## src/rtl/spi_rom_reader.sv

```systemverilog
// SPI mode-0 master that fetches one byte from an address-indexed SPI ROM slave.
// A frame sends an 8-bit address MSB first and then clocks 8 more SCLK periods.
// The byte returned on MISO during those 8 periods is captured into rd_data.
// All pin outputs come straight from flops, so they cannot glitch.
module spi_rom_reader #(
    parameter int CLK_DIV = 4
) (
    input  logic       clk,
    input  logic       rst,
    input  logic       start,
    input  logic [7:0] addr,
    output logic       busy,
    output logic       done,
    output logic [7:0] rd_data,
    output logic       sclk,
    output logic       cs_n,
    output logic       mosi,
    input  logic       miso
);

    localparam int               DIV_W    = $clog2(CLK_DIV) + 1;
    localparam logic [DIV_W-1:0] DIV_LAST = DIV_W'(CLK_DIV - 1);

    typedef enum logic [2:0] {
        StIdle,
        StSetup,
        StShift,
        StHold,
        StFinish
    } state_t;

    state_t           state;
    logic [DIV_W-1:0] div_cnt;
    logic [3:0]       bit_cnt;
    logic [7:0]       tx_sr;
    logic [7:0]       rx_sr;

    // Frame sequencer: every output is assigned here, so each pin is a plain flop.
    always_ff @(posedge clk) begin
        if (rst) begin
            state   <= StIdle;
            div_cnt <= '0;
            bit_cnt <= '0;
            tx_sr   <= '0;
            rx_sr   <= '0;
            busy    <= 1'b0;
            done    <= 1'b0;
            rd_data <= 8'h00;
            sclk    <= 1'b0;
            cs_n    <= 1'b1;
            mosi    <= 1'b0;
        end else begin
            done <= 1'b0;
            unique case (state)
                StIdle: begin
                    if (start) begin
                        tx_sr   <= addr;
                        mosi    <= addr[7];
                        cs_n    <= 1'b0;
                        busy    <= 1'b1;
                        div_cnt <= '0;
                        bit_cnt <= '0;
                        state   <= StSetup;
                    end
                end

                StSetup: begin
                    if (div_cnt == DIV_LAST) begin
                        div_cnt <= '0;
                        sclk    <= 1'b1;
                        state   <= StShift;
                    end else begin
                        div_cnt <= div_cnt + 1'b1;
                    end
                end

                StShift: begin
                    if (div_cnt != DIV_LAST) begin
                        div_cnt <= div_cnt + 1'b1;
                    end else begin
                        div_cnt <= '0;
                        if (sclk) begin
                            // End of high phase: sample MISO, then present the next MOSI bit.
                            // Zeros shift in behind the address, so bits 8-15 drive 0.
                            sclk  <= 1'b0;
                            tx_sr <= {tx_sr[6:0], 1'b0};
                            mosi  <= tx_sr[6];
                            if (bit_cnt[3]) begin
                                rx_sr <= {rx_sr[6:0], miso};
                            end
                        end else if (bit_cnt == 4'd15) begin
                            state <= StHold;
                        end else begin
                            sclk    <= 1'b1;
                            bit_cnt <= bit_cnt + 1'b1;
                        end
                    end
                end

                StHold: begin
                    if (div_cnt == DIV_LAST) begin
                        div_cnt <= '0;
                        cs_n    <= 1'b1;
                        busy    <= 1'b0;
                        done    <= 1'b1;
                        rd_data <= rx_sr;
                        state   <= StFinish;
                    end else begin
                        div_cnt <= div_cnt + 1'b1;
                    end
                end

                // One dead cycle with cs_n high; start is ignored here.
                StFinish: begin
                    state <= StIdle;
                end

                default: begin
                    state <= StIdle;
                end
            endcase
        end
    end

endmodule

```

## config.mk

```make
export PLATFORM = sky130hd
export DESIGN_NAME = spi_rom_reader
export DESIGN_NICKNAME = d
export VERILOG_FILES = /design/src/rtl/spi_rom_reader.sv
export SDC_FILE = /design/constraint.sdc
export NUM_CORES = 1
export LEC_CHECK = 0
export CAP_MARGIN = 20
export CORE_ASPECT_RATIO = 2
export CORE_MARGIN = 3
export CORE_UTILIZATION = 58
export DETAILED_ROUTE_END_ITERATION = 7
export HOLD_SLACK_MARGIN = 0.1
export PLACE_DENSITY = 0.84
export SYNTH_ARGS = -nofsm -noshare
export SYNTH_HDL_FRONTEND = slang
export SYNTH_SLANG_ARGS = --single-unit
```

## constraint.sdc

```tcl
create_clock -name clk -period 4.65 [get_ports clk]
set_input_delay 0.93 -clock clk [delete_from_list [all_inputs] [get_ports clk]]
set_output_delay 0.93 -clock clk [all_outputs]
set_load 0.05 [all_outputs]
```

==> results.yml, run 1 <==
final_layout:
  stdcell_count: 250
  area_growth_pct: 17.87
  regArea_sq_um: 760.7
  insertedDiodeCount: 0
  drive_above_1_share_pct: 8.182
  nets: 233
  layout_commonest_cell: "dfxtp_1"
  fin_area_sq_um: 2130
  final_cell_mix: "dfxtp_1, a21oi_1, clkdlybuf4s50_1"
  final.fill_count: 235
  fin_util_pct: 71.51
  multi_input_area_sq_um: 952.2
cts:
  clock_latency_ns: 0.30
  clk_pin_slew_ns: 0.08
  numCtsBuffers: 5
  post_cts_buffers: 0
  cts_resized: 0
  cts_tree: "built"
  root_buffer: "clkbuf_8"
  cts.sinks: 38
  cts_hold_buf: 0
  ctsLongestPathBuffers: 2
  cts_htree_levels: 2
yosys:
  muxShareOfSynthArea_pct: 5.263
  synthDistinctLibCells: 45
  synth.yosys.warnings: 0
  ys_top_cells_by_area: "dfxtp_1, a21oi_1, nand3_1"
  ys_ff_latch: 38
  synth.net_count: 217
  synth_seq_area_share_pct: 42.11
  synthCells: 203
  synth_xor_area_share_pct: 0.4848
  yosysTopAreaCell: "dfxtp_1"
  synth_top_family_by_area: "compound AO/OA/AOI/OAI gates"
  async_reset_ff_share_pct: 0
  synth_compound_area_share_pct: 23.89
  synth_edf_count: 0
  yosys.area_share.adder_pct: 1.385
  synth-simple-area-share_pct: 21.68
  syn_area_sq_um: 1807
  synth.top_cell.area_share_pct: 42.11
  ys.flop_type: "dfxtp_1"
  avgSynthCellArea_sq_um: 8.900
critical_path:
  critical_path_class: "input port to flip-flop"
  cp_max_fo: 29
  crit_cells: 4
  startpoint: "rst"
  reg2reg_to: "tx_sr[0]$_SDFFE_PP0P_"
  max_stage_delay_ns: 1.13
  cpMaxStageDelayCell: "clkdlybuf4s50_1"
  r2r_start: "div_cnt[0]$_SDFFE_PP0P_"
  r2r_cells: 4
  cp.arrival_ns: 2.81
  crit_family: "buffers and inverters"
  required_ns: 4.80
  reg2reg_slack_ns: 2.57
  crit_buf_inv: 2
  end_kind: "flip-flop"
  worstPathCellList: "clkdlybuf4s50_1 > inv_1 > o311ai_0 > a21oi_1"
  critPathLaunchType: "input port"
timing:
  fin_crit_sh_pct: 57.18
  fin_skew_ns: 0.01311
  drv_slew: 0
  rsz0062_at_grt: "false"
  setup_viol: 0
  hold_viol_final: 0
  slew_headroom_pct: 33.16
  fmax_mhz: 376.1
  worstMarginPinSlew_ns: 0.9995
  period_needed_ns: 2.659
  timing.setup.tns_ns: 0
die:
  num_rows: 28
  die_h_um: 84.93
  dieWidth_um: 45.47
  io_pins: 25
  die_area_sq_um: 3861
  initial_core_util_pct: 60.67
  core_area_sq_um: 2978
worst_hold_path:
  worstHoldPathCells: 2
  hold_class: "flip-flop to flip-flop"
  hold_start: "tx_sr[0]$_SDFFE_PP0P_"
  min_to: "tx_sr[0]$_SDFFE_PP0P_"
routing:
  drt-total-wl_um: 4444
  wl_met2_um: 2361
  dr.pass1.iters: 4
  vias: 1630
  wl_met1_um: 1660
  ant_nets: 0
  met3WireLength_um: 206
  wl_per_cell_um: 17.78
  drc: 0
  top_layer_used: "met4"
  drt_iter0_markers: 49
  vias_per_cell: 6.520
place:
  place_congestion: 0.8917
  placed_area_sq_um: 2021
  placed_cells: 242
  dp_hpwl_um: 3116
  io_buffers: 24
global_route:
  grt_pass1_wl_um: 7521
  grt_antenna_before_repair: 0
  grt_pass1_vias: 1688
  grt.total_usage_pct: 26.27
  grt_start_max_net_pins: 30
  grt-ovfl-total: 0
run_status:
  status: "complete, no violations"
flow_run:
  maxCapViolCount: 0
power_and_ir_drop:
  powerDensity_nw_per_um2: 319.9
  vdd_drop_max_uv: 288.6
  p_leak_nw: 0.7203
synth_stat cells (2+ instances only):
cell type  count
inv_1          6
nor3_1         2
a21oi_1       27
ha_1           2
nor2b_1        2
o211a_1        2
mux2i_1        8
nand2b_1       4
and4bb_2       2
o311ai_0       8
buf_2          2
dfxtp_1       38
nand2_1        4
o21bai_1       7
nor2_1         4
nand3_1       21
nand4_1        3
o21ai_0       19
clkbuf_1      11
nor3b_1        2
a31oi_1        2
o211ai_1       2
nor4b_1        3
kinds of logic after synthesis:
logic type / after synthesis
XOR/XNOR: 1
AO/OA/AOI/OAI: 71
multiplexers: 9
adder cells (fa/ha/maj): 2
flip-flops: 38
AND/OR/NAND/NOR: 60
buffers and inverters: 22
per-layer routing:
layer,vias up,GRT usage (%)
met3,21,5.732
met1,760,29.95
met5,-,0
met2,58,41.78
li1,791,-
met4,0,16.80
sequential cells by signal, summed over array words and instances (netlist names), 3 cells and up:
register,cells
bit_cnt,4
div_cnt,3
rd_data,8
rx_sr,8
state,3
tx_sr,7
per-stage QoR:
step	hold WS [ns]	setup slack (ns)	total power (W)
after floorplan	0.4356	2.828	0.0003860
after global placement	0.4480	1.838	0.0004039
after detailed placement	0.4634	1.714	0.0004075
after CTS	0.4762	2.011	0.0006826
after global routing	0.5050	1.767	0.0007050
final	0.4740	1.991	0.0006812
worst max path at each step:
| stage | end | slack [ns] |
|---|---|---|
| floorplan | bit_cnt[3]$_SDFFE_PP0P_ | 2.83 |
| global placement | tx_sr[0]$_SDFFE_PP0P_ | 1.84 |
| detailed placement | tx_sr[4]$_SDFFE_PP0P_ | 1.71 |
| CTS | tx_sr[2]$_SDFFE_PP0P_ | 2.01 |
| global route | tx_sr[4]$_SDFFE_PP0P_ | 1.77 |
| finish | tx_sr[2]$_SDFFE_PP0P_ | 1.99 |
tightest hold or removal path, cell delays in order (launching register included):
cell     delay (ns)
dfxtp_1        0.32
nand2_1        0.05
o21ai_0        0.06
power breakdown:
part | internal [W] | leakage, nW | switching [W]
logic | 0.0000256 | 0.354 | 0.0000304
clock network | 0.000158 | 0.0579 | 0.000123
registers | 0.000334 | 0.309 | 0.0000104
total | 0.000517 | 0.720 | 0.000164
layout make-up:
type                    count  area share [%]
repair buffers             25           11.63
flip-flops and latches     38           35.72
clock inverters             3           1.880
well taps                  30           1.763
inverters                   6           1.058
clock buffers               5           3.231
multi-input cells         143           44.71
Power figures use the tool's default switching activity.
==> inputs of run 2 (changes only) <==
--- a/config.mk
+++ b/config.mk
@@ -8,10 +8,10 @@
 export CAP_MARGIN = 20
 export CORE_ASPECT_RATIO = 2
 export CORE_MARGIN = 3
-export CORE_UTILIZATION = 58
+export CORE_UTILIZATION = 48
 export DETAILED_ROUTE_END_ITERATION = 7
 export HOLD_SLACK_MARGIN = 0.1
-export PLACE_DENSITY = 0.84
+export PLACE_DENSITY = 0.74
 export SYNTH_ARGS = -nofsm -noshare
 export SYNTH_HDL_FRONTEND = slang
 export SYNTH_SLANG_ARGS = --single-unit
==> constraint.sdc (replaced) <==
create_clock -name clk -period 2.2 [get_ports clk]
set_input_delay 0.44 -clock clk [delete_from_list [all_inputs] [get_ports clk]]
set_output_delay 0.44 -clock clk [all_outputs]
set_load 0.05 [all_outputs]
==> results.yml, run 2 (same netlist as run 1, synthesis figures left out) <==
cts:
  numCtsBuffers: 5
  cts.sinks: 38
  ctsLongestPathBuffers: 2
  clock_latency_ns: 0.29
  cts_hold_buf: 0
  clk_pin_slew_ns: 0.07
  post_cts_buffers: 0
  cts_resized: 0
  cts_htree_levels: 2
  cts_tree: "built"
  root_buffer: "clkbuf_8"
place:
  dp_hpwl_um: 3244
  io_buffers: 24
  placed_cells: 268
  placed_area_sq_um: 2097
  place_congestion: 0.8463
timing:
  fmax_mhz: 495.2
  fin_crit_sh_pct: 91.79
  hold_viol_final: 0
  drv_slew: 0
  period_needed_ns: 2.019
  timing.setup.tns_ns: 0
  worstMarginPinSlew_ns: 0.5420
  hold_ws_ns: 0.4744
  rsz0062_at_grt: "false"
  fin_skew_ns: 0.007172
  setup_viol: 0
  slew_headroom_pct: 63.84
critical_path:
  cp_max_fo: 7
  end_kind: "primary output"
  crit_buf_inv: 1
  crit_family: "buffers and inverters"
  worstPathCellList: "clkdlybuf4s50_1"
  required_ns: 1.76
  critPathLaunchType: "flip-flop"
  cpMaxStageDelayCell: "clkdlybuf4s50_1"
  max_stage_delay_ns: 0.85
  cp.arrival_ns: 1.58
  critical_path_class: "flip-flop to primary output"
final_layout:
  insertedDiodeCount: 0
  drive_above_1_share_pct: 11.01
  final_cell_mix: "dfxtp_1, a21oi_1, clkdlybuf4s50_1"
  fin_area_sq_um: 2206
  layout_commonest_cell: "dfxtp_1"
  stdcell_count: 276
  reg_top3: "rd_data (8), rx_sr (8), tx_sr (7)"
  nets: 240
  area_growth_pct: 22.09
global_route:
  grt.total_usage_pct: 21.55
  use_met3_pct: 3.704
  gr-max-usage-layer: "met2"
  grt_pass1_vias: 1699
  grt_pass1_wl_um: 7728
  grt_antenna_before_repair: 0
  grt-ovfl-total: 0
  met1_usage_pct: 22.59
  grt_start_max_net_pins: 28
  grtUsageMet2_pct: 40.70
routing:
  vias: 1658
  ant_nets: 0
  dr.pass1.iters: 4
  drc: 0
  wl_per_cell_um: 16.46
  drt-total-wl_um: 4543
  drt_iter0_markers: 38
  vias_per_cell: 6.007
die:
  core_area_sq_um: 3607
  die_h_um: 92.77
  initial_core_util_pct: 50.09
  die_area_sq_um: 4581
  num_rows: 31
  io_pins: 25
  dieWidth_um: 49.38
power_and_ir_drop:
  vdd_drop_max_uv: 603.0
  p_leak_nw: 0.7565
  powerDensity_nw_per_um2: 649.3
run_status:
  status: "complete, no violations"
flow_run:
  maxCapViolCount: 0
worst_hold_path:
  hold_class: "flip-flop to flip-flop"
==> run 2: cell types whose count changed in the layout (fill, tap and decap cells not counted), sizes merged <==
cell	change
buf	+7
==> run 2: final cells by class <==
class                           instances  area [sq um]
Clock buffer                            5         68.82
Clock inverter                          3         40.04
Fill cell                             346          1401
Inverter                                6         22.52
Multi-Input combinational cell        143         952.2
Sequential cell                        38         760.7
Tap cell                               49         61.31
Timing Repair Buffer                   32         300.3
==> run 2: path summary, 6_finish.rpt <==
kind | to | start | slack (ns) | depth (start not counted)
hold / removal | rd_data[6]$_SDFFE_PP0P_ | rd_data[6]$_SDFFE_PP0P_ | 0.47 | 2
setup / recovery | sclk | sclk$_SDFFE_PP0P_ | 0.18 | 1
setup reg to reg | bit_cnt[3]$_SDFFE_PP0P_ | div_cnt[0]$_SDFFE_PP0P_ | 0.31 | 4
hold reg to reg | rd_data[6]$_SDFFE_PP0P_ | rd_data[6]$_SDFFE_PP0P_ | 0.47 | 2
==> run 2: stage by stage <==
stage / util (%) / power (W) / worst slack (ns)
global placement: 58.13 / 0.0008628 / 0.2872
CTS: 61.15 / 0.001445 / 0.1838
global route: 61.15 / 0.001488 / 0.1339
finish: 61.15 / 0.001432 / 0.1807
floorplan: - / 0.0008159 / 0.3782
detailed placement: 58.13 / 0.0008702 / 0.2104
==> run 2: layer usage <==
layer	part of all wire, %	vias up	routed length [um]
li1	-	811	-
met1	39	818	1762
met4	1.6	0	72
met5	0	-	0
met3	2.2	6	99
met2	57	23	2607
==> run 2: where the power goes <==
part	switching (W)	internal, W	total (W)
combinational	0.0000766	0.0000602	0.000137
clock	0.000244	0.000334	0.000578
sequential	0.0000117	0.000706	0.000717
